$ cat config.mk
export PLATFORM = sky130hd
export DESIGN_NAME = pri_arb_2
export DESIGN_NICKNAME = d
export VERILOG_FILES = /design/src/rtl/pri_arb_2.sv
export SDC_FILE = /design/constraint.sdc
export NUM_CORES = 1
export LEC_CHECK = 0
export CORE_ASPECT_RATIO = 1.1
export CORE_MARGIN = 10
export CORE_UTILIZATION = 38
export CTS_BUF_LIST = sky130_fd_sc_hd__clkbuf_8 sky130_fd_sc_hd__clkbuf_16
export DETAILED_ROUTE_END_ITERATION = 8
export PLACE_DENSITY = 0.86
export SETUP_SLACK_MARGIN = 0.15
export SLEW_MARGIN = 20
export SYNTH_ARGS = -nofsm -noshare
export SYNTH_HDL_FRONTEND = slang
export SYNTH_SLANG_ARGS = --single-unit
$ cat constraint.sdc
create_clock -name clk -period 1.99 [get_ports clk]
set_input_delay 0.398 -clock clk [delete_from_list [all_inputs] [get_ports clk]]
set_output_delay 0.398 -clock clk [all_outputs]
set_load 0.005 [all_outputs]
$ cat src/rtl/pri_arb_2.sv
// Two-client fixed-priority arbiter feeding a one-entry registered memory request stage.
// Client 0 always wins; tagged read responses are steered back combinationally.
module pri_arb_2 #(
   parameter int W  = 16,
   parameter int AW = 10,
   parameter int TW = 4
) (
   input  logic          clk,
   input  logic          rst_n,
   input  logic          client_req_0,
   input  logic [AW-1:0] client_addr_0,
   input  logic          client_read_0,
   input  logic [W-1:0]  client_wdata_0,
   input  logic [TW-1:0] client_tag_0,
   output logic          client_bsy_0,
   input  logic          client_req_1,
   input  logic [AW-1:0] client_addr_1,
   input  logic          client_read_1,
   input  logic [W-1:0]  client_wdata_1,
   input  logic [TW-1:0] client_tag_1,
   output logic          client_bsy_1,
   output logic          client_rvalid_0,
   output logic          client_rvalid_1,
   output logic [W-1:0]  client_rdata,
   output logic [TW-1:0] client_rtag,
   output logic          mem_req,
   output logic [AW-1:0] mem_addr,
   output logic          mem_read,
   output logic [W-1:0]  mem_wdata,
   output logic [TW:0]   mem_tag,
   input  logic          mem_bsy,
   input  logic          mem_rvalid,
   input  logic [W-1:0]  mem_rdata,
   input  logic [TW:0]   mem_rtag
);

   logic          accept;
   logic          mem_req_q,   mem_req_d;
   logic [AW-1:0] mem_addr_q,  mem_addr_d;
   logic          mem_read_q,  mem_read_d;
   logic [W-1:0]  mem_wdata_q, mem_wdata_d;
   logic [TW:0]   mem_tag_q,   mem_tag_d;

   // Stage can take a new request when empty or when its current one drains this cycle.
   assign accept       = ~mem_req_q | ~mem_bsy;
   assign client_bsy_0 = ~accept;
   assign client_bsy_1 = ~accept | client_req_0;

   always_comb begin
      mem_req_d   = mem_req_q;
      mem_addr_d  = mem_addr_q;
      mem_read_d  = mem_read_q;
      mem_wdata_d = mem_wdata_q;
      mem_tag_d   = mem_tag_q;
      if (accept) begin
         mem_req_d = client_req_0 | client_req_1;
         if (client_req_0) begin
            mem_addr_d  = client_addr_0;
            mem_read_d  = client_read_0;
            mem_wdata_d = client_wdata_0;
            mem_tag_d   = {1'b0, client_tag_0};
         end else if (client_req_1) begin
            mem_addr_d  = client_addr_1;
            mem_read_d  = client_read_1;
            mem_wdata_d = client_wdata_1;
            mem_tag_d   = {1'b1, client_tag_1};
         end
      end
   end

   always_ff @(posedge clk or negedge rst_n) begin
      if (!rst_n) begin
         mem_req_q   <= 1'b0;
         mem_addr_q  <= '0;
         mem_read_q  <= 1'b0;
         mem_wdata_q <= '0;
         mem_tag_q   <= '0;
      end else begin
         mem_req_q   <= mem_req_d;
         mem_addr_q  <= mem_addr_d;
         mem_read_q  <= mem_read_d;
         mem_wdata_q <= mem_wdata_d;
         mem_tag_q   <= mem_tag_d;
      end
   end

   assign mem_req   = mem_req_q;
   assign mem_addr  = mem_addr_q;
   assign mem_read  = mem_read_q;
   assign mem_wdata = mem_wdata_q;
   assign mem_tag   = mem_tag_q;

   // Source id in the tag MSB selects which client sees the response.
   assign client_rvalid_0 = mem_rvalid & ~mem_rtag[TW];
   assign client_rvalid_1 = mem_rvalid &  mem_rtag[TW];
   assign client_rdata    = mem_rdata;
   assign client_rtag     = mem_rtag[TW-1:0];

endmodule

==> impl_metrics.py <==
metrics = {
    "routing": {
        "drtAntennaViolNets": 0,
        "vias": 1331,
        "drtPass1Iterations": 3,
        "wl_per_cell_um": 17.7,
        "wl_um": 5270,
        "drc": 0,
        "vias_per_cell": 4.48,
        "drt_first_iter_violations": 54,
    },
    "clock_tree": {
        "insertion_delay_ps": 280,
        "cts.hold.buffers_added": 0,
        "cts_setup_buffers": 0,
        "cts.clk_slew.worst_paths_ps": 70,
        "h-tree-depth": 2,
        "cts_root_buf": "clkbuf_8",
        "cts.sinks": 33,
        "cts.path.max_buffers": 2,
        "cts_buffers": 5,
        "tritoncts": "built",
    },
    "timing": {
        "hold_ws_ps": 179,
        "clock.fmax_mhz": 568,
        "hold_viol": 0,
        "min_period_ps": 1760,
        "finalClockSkew_ps": 3.32,
        "finalMaxSlewViolations": 0,
        "fin_tns_setup_ps": 0,
        "rsz0062_at_grt": "no",
        "worstMarginPinSlew_ps": 748,
        "post-route-period-util": 0.884,
        "setup_viol": 0,
        "slew_headroom": 0.502,
    },
    "floorplan": {
        "dieArea_mm2": 0.00876,
        "die_x_um": 90.2,
        "io_pins": 146,
        "fp-row-count": 28,
        "start_util": 0.387,
        "die_height_um": 97.2,
        "coreArea_mm2": 0.00533,
    },
    "outcome": {
        "outcome": "finished, final reports clean",
    },
    "setup_path": {
        "crit_type": "flip-flop to output pin",
        "required_ps": 1590,
        "max_stage_delay_ps": 440,
        "cp_top_family": "flip-flops",
        "critPathCaptureType": "output pin",
        "cp.arrival_ps": 1360,
        "rrSetupSlack_ps": 680,
        "slowest_stage": "dfrtp_2",
        "critPathMaxFanout": 5,
        "start_kind": "flip-flop",
        "path_cells": "a21o_1, clkdlybuf4s50_1",
        "cp.buffers_inverters": 1,
    },
    "synth": {
        "yosysWarnings": 0,
        "synth_nets": 220,
        "postSynthAreaPerCell_um2": 15.7,
        "syn_area_mm2": 0.00206,
        "synth.distinct_cells": 15,
        "syn_inst": 131,
        "synth_seq_cells": 33,
        "yosysSeqAreaShare": 0.401,
    },
    "finish": {
        "register_area_um2": 827,
        "num-fill-cells": 446,
        "multiInputGateArea_um2": 988,
        "fin_area_mm2": 0.00313,
        "drive_gt1_frac": 0.356,
        "syn_to_final_growth_pct": 52.0,
        "post-route-util": 0.588,
        "fin_nets": 310,
        "n_antenna_cell": 0,
        "fin_cells": 297,
    },
    "global_routing": {
        "antenna_found_initial": 0,
        "grt_max_degree": 34,
        "gr-usage-all-layers": 0.118,
        "first_global_vias": 1604,
        "grt_pass1_wl_um": 8310,
        "overflow": 0,
    },
    "placed_design": {
        "placed_cell_area_mm2": 0.00302,
        "dp_hpwl_um": 4380,
        "place.gp.congestion": 0.680,
        "port_buffers": 105,
        "place_inst": 289,
    },
    "min_path": {
        "min_path_type": "input pin to async pin",
    },
    "power_and_ir_drop": {
        "max-vdd-ir-drop_mv": 0.395,
        "powerDensity_mw_per_mm2": 708,
        "power.leakage_nw": 1.42,
    },
    "flow_run": {
        "drv_cap": 0,
    },
}
[layout by cell type (no fill, tap or decap), drive strengths merged]
| cell | synthesis | final |
|---|---|---|
| clkbuf | 0 | 6 |
| and2 | 1 | 1 |
| bufinv | 0 | 1 |
| inv | 1 | 2 |
| clkdlybuf4s50 | 0 | 100 |
| dfrtp | 33 | 33 |
| a2bb2oi | 2 | 2 |
| mux2 | 62 | 62 |
| a21boi | 1 | 1 |
| buf | 27 | 7 |
| dlygate4sd2 | 0 | 3 |
| a21o | 1 | 1 |
| or2 | 1 | 1 |
| nor2b | 1 | 1 |
| nand2 | 1 | 1 |
[cells by family (layout without fill, tap and decap cells)]
| kind of cell | count (synthesis) | in the layout | share of synthesized area |
|---|---|---|---|
| buf+inv | 28 | 119 | 0.119 |
| simple gates | 4 | 4 | 0.0109 |
| flops | 33 | 33 | 0.401 |
| mux | 62 | 62 | 0.445 |
| compound gates | 4 | 4 | 0.0243 |
[metal layers]
metal  vias up  GRT usage  routed length (um)
li1        615          -                   -
met1       642      0.113                1910
met2        64      0.217                2810
met3        10     0.0533                 471
met4         0     0.0392                  79
met5         -          0                   0
[path summary, 6_finish.rpt]
check,startpoint,to,depth (start not counted)
worst min register to register,mem_addr[4]$_DFFE_PN0P_,mem_addr[4]$_DFFE_PN0P_,1
worst min-delay path,rst_n,mem_wdata[8]$_DFFE_PN0P_,1
worst max-delay path,mem_req$_DFFE_PN0P_,client_bsy_1,2
worst max register to register,mem_req$_DFFE_PN0P_,mem_wdata[9]$_DFFE_PN0P_,3
max in group asynchronous,rst_n,mem_req$_DFFE_PN0P_,1
min in group clk,client_req_0,mem_req$_DFFE_PN0P_,3
[flip-flops by register name (all words and copies together), names as in the netlist]
register	flops
mem_req	1
mem_tag	5
mem_wdata	16
mem_addr	10
mem_read	1
[synth_stat cells]
library cell	n	share of area
a21o_1	1	0.0036
mux2_4	58	0.42
a2bb2oi_4	1	0.013
a21boi_0	1	0.0036
nor2b_1	1	0.0030
nand2_1	1	0.0018
buf_6	4	0.022
buf_8	3	0.022
mux2_2	4	0.022
inv_1	1	0.0018
dfrtp_1	33	0.40
a2bb2oi_1	1	0.0043
buf_4	20	0.073
and2_1	1	0.0030
or2_2	1	0.0030
[what timing repair did]
item / in CTS / in global routing
gates resized for setup: 3 / 1
setup endpoints to repair: 4 / 2
endpoints found under the hold margin: 0 / 0
[metrics by stage]
step	total power [mW]	worst slack [ps]
2_1_floorplan	1.21	650
3_3_place_gp	1.59	74.4
3_5_place_dp	1.61	33.9
4_1_cts	2.25	182
5_1_grt	2.33	170
6_report	2.22	230
[final cells by class]
cell class | count | share of cell area
inverter | 1 | 0.00120
clock inverter | 2 | 0.0108
clock buffer | 6 | 0.0264
multi-input combinational | 70 | 0.316
tap | 75 | 0.0300
timing repair buffer | 110 | 0.351
sequential | 33 | 0.264
[worst reg2reg max path, stage by stage, from the launching register on]
cell and delay (ps):
dfrtp_2 440, a2bb2oi_4 210, buf_12 190, mux2_2 340
[where the power goes]
part / switching [mW] / total (mW) / leakage (nW) / internal, mW
combinational: 0.193 / 0.735 / 0.971 / 0.542
sequential: 0.0622 / 0.842 / 0.383 / 0.779
clock: 0.237 / 0.640 / 0.0626 / 0.403
total: 0.493 / 2.22 / 1.42 / 1.72
Note: power is estimated with default switching activity, not from simulation.
